--- src/rtl/alu_arbiter.sv ---
// alu_arbiter: shares one combinational ALU between NUM_REQ requesters.
//
// A round-robin arbiter grants at most one requester per cycle, steers its
// operands onto the ALU, and captures the ALU result in a single output
// register that is drained over a valid/ready channel tagged with the id of
// the requester that issued the op.
//
// Ports
//   clk, rst                       clock, synchronous active-high reset
//   req_valid / req_ready          per-requester op handshake (valid & ready)
//   req_op1 / req_op2 / req_type   per-requester operands and ALU op
//   alu_op1 / alu_op2 / alu_type   to the ALU (zeros and ALU_ADD when idle)
//   alu_data                       same-cycle ALU result
//   rsp_valid / rsp_ready          result handshake
//   rsp_data / rsp_id              captured result and issuing requester id

package defines;

    typedef enum logic [3:0] {
        ALU_ADD,
        ALU_SUB,
        ALU_XOR,
        ALU_OR,
        ALU_AND,
        ALU_SLL,
        ALU_SRL,
        ALU_SRA,
        ALU_SLT,
        ALU_SLTU
    } alu_op_type;

endpackage

module alu_arbiter #(
    parameter int unsigned NUM_REQ = 2,
    localparam int unsigned ID_W = $clog2(NUM_REQ)
) (
    input  logic                            clk,
    input  logic                            rst,
    input  logic [NUM_REQ-1:0]              req_valid,
    output logic [NUM_REQ-1:0]              req_ready,
    input  logic [NUM_REQ-1:0][31:0]        req_op1,
    input  logic [NUM_REQ-1:0][31:0]        req_op2,
    input  defines::alu_op_type             req_type [NUM_REQ],
    output logic [31:0]                     alu_op1,
    output logic [31:0]                     alu_op2,
    output defines::alu_op_type             alu_type,
    input  logic [31:0]                     alu_data,
    output logic                            rsp_valid,
    input  logic                            rsp_ready,
    output logic [31:0]                     rsp_data,
    output logic [ID_W-1:0]                 rsp_id
);

    typedef enum logic {StEmpty, StFull} state_e;

    state_e            state_q, state_d;
    logic [31:0]       rsp_data_q, rsp_data_d;
    logic [ID_W-1:0]   rsp_id_q, rsp_id_d;
    logic [ID_W-1:0]   rr_ptr_q, rr_ptr_d;

    logic              can_accept;
    logic              gnt_valid;
    logic [ID_W-1:0]   gnt_idx;
    logic              gnt_type_legal;

    // A full register can still take a new op when it is being drained this cycle.
    assign can_accept = (state_q == StEmpty) || rsp_ready;

    // Round-robin search starting at rr_ptr_q and wrapping to 0.
    always_comb begin : grant_search
        logic [ID_W:0] cand;  // extra bit so ptr + offset cannot overflow before the wrap
        gnt_valid = 1'b0;
        gnt_idx   = '0;
        cand      = '0;
        if (can_accept && !rst) begin
            for (int unsigned i = 0; i < NUM_REQ; i++) begin
                cand = {1'b0, rr_ptr_q} + (ID_W+1)'(i);
                if (cand >= (ID_W+1)'(NUM_REQ)) begin
                    cand = cand - (ID_W+1)'(NUM_REQ);
                end
                if (!gnt_valid && req_valid[cand[ID_W-1:0]]) begin
                    gnt_valid = 1'b1;
                    gnt_idx   = cand[ID_W-1:0];
                end
            end
        end
    end

    // Ready is only raised for the winner, so it depends on valid.
    always_comb begin
        req_ready = '0;
        if (gnt_valid) begin
            req_ready[gnt_idx] = 1'b1;
        end
    end

    // Idle ALU inputs are forced to a known legal op so no X reaches the ALU.
    always_comb begin
        alu_op1  = '0;
        alu_op2  = '0;
        alu_type = defines::ALU_ADD;
        if (gnt_valid) begin
            alu_op1  = req_op1[gnt_idx];
            alu_op2  = req_op2[gnt_idx];
            alu_type = req_type[gnt_idx];
        end
    end

    always_comb begin
        state_d    = state_q;
        rsp_data_d = rsp_data_q;
        rsp_id_d   = rsp_id_q;
        rr_ptr_d   = rr_ptr_q;
        if (gnt_valid) begin
            state_d    = StFull;
            rsp_data_d = alu_data;
            rsp_id_d   = gnt_idx;
            rr_ptr_d   = (gnt_idx == ID_W'(NUM_REQ - 1)) ? '0 : gnt_idx + ID_W'(1);
        end else if (rsp_ready) begin
            state_d = StEmpty;
        end
    end

    always_ff @(posedge clk) begin
        if (rst) begin
            state_q    <= StEmpty;
            rsp_data_q <= '0;
            rsp_id_q   <= '0;
            rr_ptr_q   <= '0;
        end else begin
            state_q    <= state_d;
            rsp_data_q <= rsp_data_d;
            rsp_id_q   <= rsp_id_d;
            rr_ptr_q   <= rr_ptr_d;
        end
    end

    assign rsp_valid = (state_q == StFull);
    assign rsp_data  = rsp_data_q;
    assign rsp_id    = rsp_id_q;

    // An out-of-range op type from a granted requester is a caller bug.
    assign gnt_type_legal = alu_type inside {defines::ALU_ADD, defines::ALU_SUB,
                                             defines::ALU_XOR, defines::ALU_OR,
                                             defines::ALU_AND, defines::ALU_SLL,
                                             defines::ALU_SRL, defines::ALU_SRA,
                                             defines::ALU_SLT, defines::ALU_SLTU};

    granted_type_legal_a: assert property (@(posedge clk) disable iff (rst)
        gnt_valid |-> gnt_type_legal);

endmodule

--- config.mk ---
export PLATFORM = sky130hd
export DESIGN_NAME = alu_arbiter
export DESIGN_NICKNAME = d
export VERILOG_FILES = /design/src/rtl/alu_arbiter.sv
export SDC_FILE = /design/constraint.sdc
export NUM_CORES = 1
export LEC_CHECK = 0
export ABC_CLOCK_PERIOD_IN_PS = 1480
export CELL_PAD_IN_SITES_DETAIL_PLACEMENT = 1
export CELL_PAD_IN_SITES_GLOBAL_PLACEMENT = 2
export CORE_ASPECT_RATIO = 1.25
export CORE_MARGIN = 5
export CORE_UTILIZATION = 10
export CTS_BUF_LIST = sky130_fd_sc_hd__clkbuf_4 sky130_fd_sc_hd__clkbuf_8
export CTS_CLUSTER_SIZE = 8
export DETAILED_ROUTE_END_ITERATION = 10
export HOLD_SLACK_MARGIN = 0.06
export PLACE_DENSITY = 0.76
export SETUP_SLACK_MARGIN = 0.02
export SYNTH_ARGS = -nofsm -noshare
export SYNTH_HDL_FRONTEND = slang
export SYNTH_SLANG_ARGS = --single-unit
--- constraint.sdc ---
create_clock -name clk -period 1.48 [get_ports clk]
set_input_delay 0.296 -clock clk [delete_from_list [all_inputs] [get_ports clk]]
set_output_delay 0.296 -clock clk [all_outputs]
set_load 0.02 [all_outputs]
==> After elaboration in Yosys (flattened, before gate mapping) <==
Cells that the tools add are included.
{ "word_totals": {"regBits": 35, "input_bits": 173, "out_inout_bits": 104, "wordCells": 55} }
{ "op_classes": {"add_sub_neg": 4, "n_lt_le_gt_ge": 7, "muxes": 31, "bitwise": 2, "reduce_logical": 7} }
{ "ops": {"columns": ["op", "n"], "rows": [
  ["2-to-1 mux 32 bit", 6],
  ["2-to-1 mux 1 bit", 19],
  ["2-to-1 mux 4 bit", 4],
  ["less-than comparator 1 x 2 -> 1 bit (second input constant)", 3],
  ["greater-or-equal comparator 2 bit (second input constant)", 2],
  ["logical AND 1 bit", 3],
  ["adder 1 x 1 -> 2 bit (second input constant)", 1],
  ["greater-or-equal comparator 1 x 2 -> 1 bit (second input constant)", 1],
  ["zero test 1 bit", 2],
  ["2-to-1 mux 2 bit", 1],
  ["NOT 1 -> 2 bit", 1],
  ["nonzero test 2 bit", 1],
  ["subtractor 1 bit (second input constant)", 2],
  ["adder 1 bit (second input constant)", 1],
  ["demux 1 bit (select 1 bit)", 1],
  ["greater-or-equal comparator 1 bit (second input constant)", 1],
  ["logical OR 1 bit", 1],
  ["NOT 1 bit", 1]
]} }

==> Depth between registers and ports, before layout <==
{ "logic_depth": {"ltp_word": 17, "depth_mapped": 6, "ltp_nobuf": 3} }

==> Least setup slack after synthesis <==
OpenSTA, ideal clock, no wires.
{ "synth_path": {"path_type": "register to output", "start": "register state_q, in the netlist rsp_valid", "end": "output port alu_op1[22]", "arrival_time_ps": 1483, "required_time_ps": 1184, "slack_ps": -299, "path_stages_with_launch": 6, "path_buffers": 2, "path_cell_list": "dfxtp_1 -> nor2b_2 -> nor4b_4 -> buf_4 -> buf_4 -> a22o_1"} }
{ "synth_between": {"elab_chain_cells": 7, "elab_cells_between_ends": 8, "classes_between": "mux: 5; bitwise: 1; reduce/logical: 2"} }
{ "synth_lines": {"columns": ["item", "line_no", "rtl"], "rows": [
  ["from (decl)", "57", "state_e state_q, state_d;"],
  ["from (signal assigned)", "127", "state_q <= StEmpty;"],
  ["from (signal assigned)", "132", "state_q <= state_d;"],
  ["NOT 1 bit *", "68", "assign can_accept = (state_q == StEmpty) || rsp_ready;"],
  ["logical OR 1 bit *", "68", null],
  ["logical AND 1 bit *", "76", "if (can_accept && !rst) begin"],
  ["2-to-1 mux 1 bit", "76", null],
  ["2-to-1 mux 32 bit (not written as such) (2 in series)", "104", "alu_op1 = req_op1[gnt_idx];"],
  ["2-to-1 mux 32 bit *", "103", "if (gnt_valid) begin"],
  ["to (decl)", "45", "output logic [31:0] alu_op1,"]
]} }
Every way passes the cells marked *; elsewhere a longest branch is shown, timed or not. The select of a mux whose other input is x is not followed.

==> Worst setup path in the final report <==
{ "layout_path": {"start": "register rr_ptr_q", "end": "output port alu_op1[9]"} }
{ "layout_between": {"elab_chain_cells": 14, "elab_cells_between_ends": 25, "classes_between": "add/sub: 3; order compare: 2; mux: 18; reduce/logical: 2"} }
{ "layout_lines": {"columns": ["item", "line_no", "rtl"], "rows": [
  ["from (decl)", "60", "logic [ID_W-1:0] rr_ptr_q, rr_ptr_d;"],
  ["from (signal assigned)", "135", "rr_ptr_q <= rr_ptr_d;"],
  ["greater-or-equal comparator 1 x 2 -> 1 bit / subtractor 1 bit (equally long branches)", "79, 80", null],
  ["2-to-1 mux 1 bit", "79", "if (cand >= (ID_W+1)'(NUM_REQ)) begin"],
  ["2-to-1 mux 1 bit", "76", null],
  ["2-to-1 mux 1 bit (not written as such) (2 in series)", "82", "if (!gnt_valid && req_valid[cand[ID_W-1:0]]) begin"],
  ["2-to-1 mux 1 bit", "82", null],
  ["2-to-1 mux 1 bit", "76", null],
  ["zero test 1 bit", "82", null],
  ["logical AND 1 bit", "82", null],
  ["2-to-1 mux 1 bit", "82", null],
  ["2-to-1 mux 1 bit", "76", null],
  ["2-to-1 mux 32 bit (not written as such) (2 in series)", "104", null],
  ["2-to-1 mux 32 bit *", "103", null]
]} }
Marked as above.

==> run summary <==
======================================================================================
Vias/cell                                                                         4.14
Total clock sinks                                                                   35
Worst ir drop on vdd                                                          0.366 mV
Wire length reported by the detailed router                                   17300 um
Final Hold Vio Count                                                                 0
Half-perimeter wire length after placement                                    13300 um
Sequential area share after synthesis                                            0.333
Reg2reg end                                                                     rsp_id
Row cnt                                                                             59
Post-layout net count                                                              715
Maximum buffer depth of the clock tree                                               2
Number of filler cells placed in the layout                                       2322
Worst Setup EP                                                              alu_op1[9]
Area Growth Syn to Fin                                                            198%
Critical register-to-register path startpoint                                 rr_ptr_q
Clock slew seen by the registers of the worst setup and hold paths             0.07 ns
Count of final max-slew check failures                                               0
Total DRC errors in the routed layout                                                0
TritonCTS clock tree                                                               yes
Critical Path Sink Type                                                     output pin
Switching power of the nets                                                    1.16 mW
Largest net degree at the start of global routing                                   39
Average cell area after synthesis                                             8.59 um2
Startpoint class of the critical path                                        flip-flop
Setup TNS                                                                    -38.05 ns
Max Clock Freq                                                               0.478 GHz
Kind of critical path                                                     flip-flop to output pin
Fraction of final layout cells with drive strength greater than 1                0.293
Worst Reg2Reg Path Length in Cells                                                   6
Number of distinct standard cells referenced by the synthesized netlist             18
CTS Root Buffer Type                                                          clkbuf_8
Worst reg-to-reg setup slack                                                  -0.01 ns
Total global routing overflow                                                        0
Worst slew pin tran                                                           0.413 ns
Net switching fraction of the power                                              0.321
Total of buffers placed on input and output ports                                  276
Post-place setup slack                                                        -1.22 ns
Worst setup skew after layout                                               0.00902 ns
Clock latency reported for the late side of the worst-skew pair                0.29 ns
Remaining antenna violation count after routing                                      0
Length of the first detailed-routing pass in iterations                              3
Share of the core filled with cells                                              0.301
Status                                                                    finished with violations
Overall global routing resource usage                                            0.134
Arrival time at the worst endpoint                                             1.80 ns
Antenna violations before repair                                                     8
Required time of the worst setup path                                          1.18 ns
Leak                                                                           2.65 nW
Max-capacitance violation count                                                      0
Crit-path max FO                                                                     7
Int Pwr                                                                        2.46 mW
Share of total power in combinational logic                                      0.515
I/O pin count                                                                      277
Power density cells                                                         578 mW/mm2
CTS H-Tree Depth                                                                     2
Synth Cell Area                                                            0.00211 mm2
Number of failing setup endpoints in the final timing report                        71
Normalized max-slew margin                                                       0.725
Total CTS buffers                                                                    5
GP Congestion                                                                    0.956
Setup ws final                                                               -0.614 ns
First-pass GRT wire length                                                    24400 um
DIE HEIGHT                                                                      172 um
Initial cell density of the core                                                 0.101
Final critical delay including setup and external delays                       2.09 ns
Share of the synthesized area in the top cell type                               0.333
Width of the chip                                                               140 um
Post-route fraction of the period consumed by the critical path                   1.41
Detailed-route via count                                                          3384
Initial drt markers                                                                 85
Proportion of power drawn by the clock network                                   0.198
Ranking of synthesized cells by area                                      dfxtp_1 (33%), a22o_1 (28%), nand3b_1 (11%)
Wire length per cell after detailed routing                                    21.1 um
Violations in the final reports                                           negative setup slack
Flops & latches, synth                                                              35
Total nets after synthesis                                                         418
Sequential fraction of design power                                              0.287
Number of global-route vias before repair                                         3721
HP Class                                                                  flip-flop to flip-flop
Hold WS                                                                       0.477 ns
Area enclosed by the die boundary                                           0.0241 mm2
Unrepaired setup endpoints after global routing                                    yes
Crit path from                                                                rr_ptr_q
Library cell with the largest summed area after synthesis                      dfxtp_1
Core region area                                                            0.0208 mm2
Count of yosys warnings during synthesis                                             0
Synthesized netlist cell count                                                     245
======================================================================================
-- Yosys cell counts --
| cell type | n |
|---|---|
| a22o_1 | 68 |
| dfxtp_1 | 35 |
| a21oi_1 | 34 |
| o21ai_0 | 33 |
| nand3b_1 | 32 |
| buf_2 | 15 |
| clkbuf_1 | 13 |
| buf_1 | 3 |
| buf_4 | 2 |
| inv_1 | 2 |
| a211oi_1 | 1 |
| a31o_2 | 1 |
| and2_1 | 1 |
| nand2b_1 | 1 |
| nor2_1 | 1 |
| nor2b_2 | 1 |
| nor4b_4 | 1 |
| o2111a_1 | 1 |
-- power by group through the flow --
stage / Combinational (mW) / Sequential [mW] / Clock [mW]
after floorplan: 0.588 / 1.13 / 0
after global routing: 1.96 / 1.05 / 0.790
after global placement: 1.63 / 1.06 / 0
after CTS: 1.86 / 1.04 / 0.758
after detailed placement: 1.66 / 1.06 / 0
final: 1.87 / 1.04 / 0.719
-- cells in the final DEF (no fill, tap or decap), types with 2 or more instances in the layout --
| cell | netlist | final |
|---|---|---|
| dlygate4sd2_1 | 0 | 37 |
| buf_4 | 2 | 11 |
| a22o_1 | 68 | 43 |
| a21oi_1 | 34 | 34 |
| dfxtp_1 | 35 | 33 |
| buf_16 | 0 | 9 |
| buf_12 | 0 | 16 |
| buf_6 | 0 | 75 |
| o21ai_0 | 33 | 33 |
| a22o_4 | 0 | 25 |
| inv_1 | 2 | 2 |
| clkbuf_8 | 0 | 5 |
| clkdlybuf4s50_1 | 0 | 168 |
| nand3b_1 | 32 | 32 |
| clkbuf_16 | 0 | 3 |
| buf_8 | 0 | 3 |
-- area by class of cell --
| cell class | instances | area (um2) | share of cell area |
|---|---|---|---|
| clock buffers | 6 | 76.3 | 0.0122 |
| diodes | 1 | 2.50 | 0.000399 |
| well taps | 274 | 343 | 0.0546 |
| inverters | 2 | 7.51 | 0.00120 |
| repair buffers | 323 | 3630 | 0.579 |
| multi-input cells | 175 | 1500 | 0.239 |
| clock inverters | 2 | 11.3 | 0.00179 |
| flip-flops and latches | 35 | 706 | 0.112 |
-- critical path, cell delays in order (launching register included) --
cell     delay [ns]
dfxtp_2        0.33
and2_4         0.14
nor4b_4        0.31
buf_12         0.19
buf_12         0.12
buf_16         0.11
a22o_1         0.17
buf_6          0.13
-- registers in the layout (all words and copies together), names as in the netlist --
signal and count:
rsp_data 32, rr_ptr_q 1, rsp_id 1, rsp_valid 1
-- logic make-up (layout without fill, tap and decap cells) --
logic type / Yosys count / in the layout / share of synthesized area
flops: 35 / 35 / 0.333
other cells: 0 / 1 / 0
compound gates: 138 / 138 / 0.455
simple gates: 37 / 37 / 0.137
buf+inv: 35 / 333 / 0.0749
-- metal layers --
| layer | wire [um] | track usage | up-vias |
|---|---|---|---|
| li1 | - | - | 1548 |
| met1 | 6530 | 0.140 | 1585 |
| met2 | 8540 | 0.244 | 204 |
| met3 | 1670 | 0.0581 | 35 |
| met4 | 468 | 0.0371 | 12 |
| met5 | 69 | 0 | - |
-- metrics by stage --
step                std cells  total power, mW  instance area, um2
floorplan                 245             1.72                2420
global placement          780             2.69                5540
detailed placement        780             2.72                5540
CTS                       811             3.66                6190
global route              818             3.80                6280
finish                    818             3.63                6280
-- timing repair --
item | CTS | global route
setup endpoints to repair | 106 | 72
pin swaps | 8 | 17
resized for setup | 480 | 5
cloned | 10 | 3
hold buffers | 0 | 0
setup buffers | 13 | 6
-- worst min-delay path by stage --
stage | from | end | slack [ns] | depth (start not counted)
after global routing | rsp_data[11] | rsp_data[11] | 0.51 | 2
after floorplan | alu_data[17] | rsp_data[17] | 0.45 | 2
after global placement | rsp_data[3] | rsp_data[3] | 0.46 | 2
after detailed placement | rsp_data[30] | rsp_data[30] | 0.47 | 2
after CTS | rsp_data[12] | rsp_data[12] | 0.48 | 2
final | rsp_data[12] | rsp_data[12] | 0.48 | 2
Note: power is estimated with default switching activity, not from simulation.
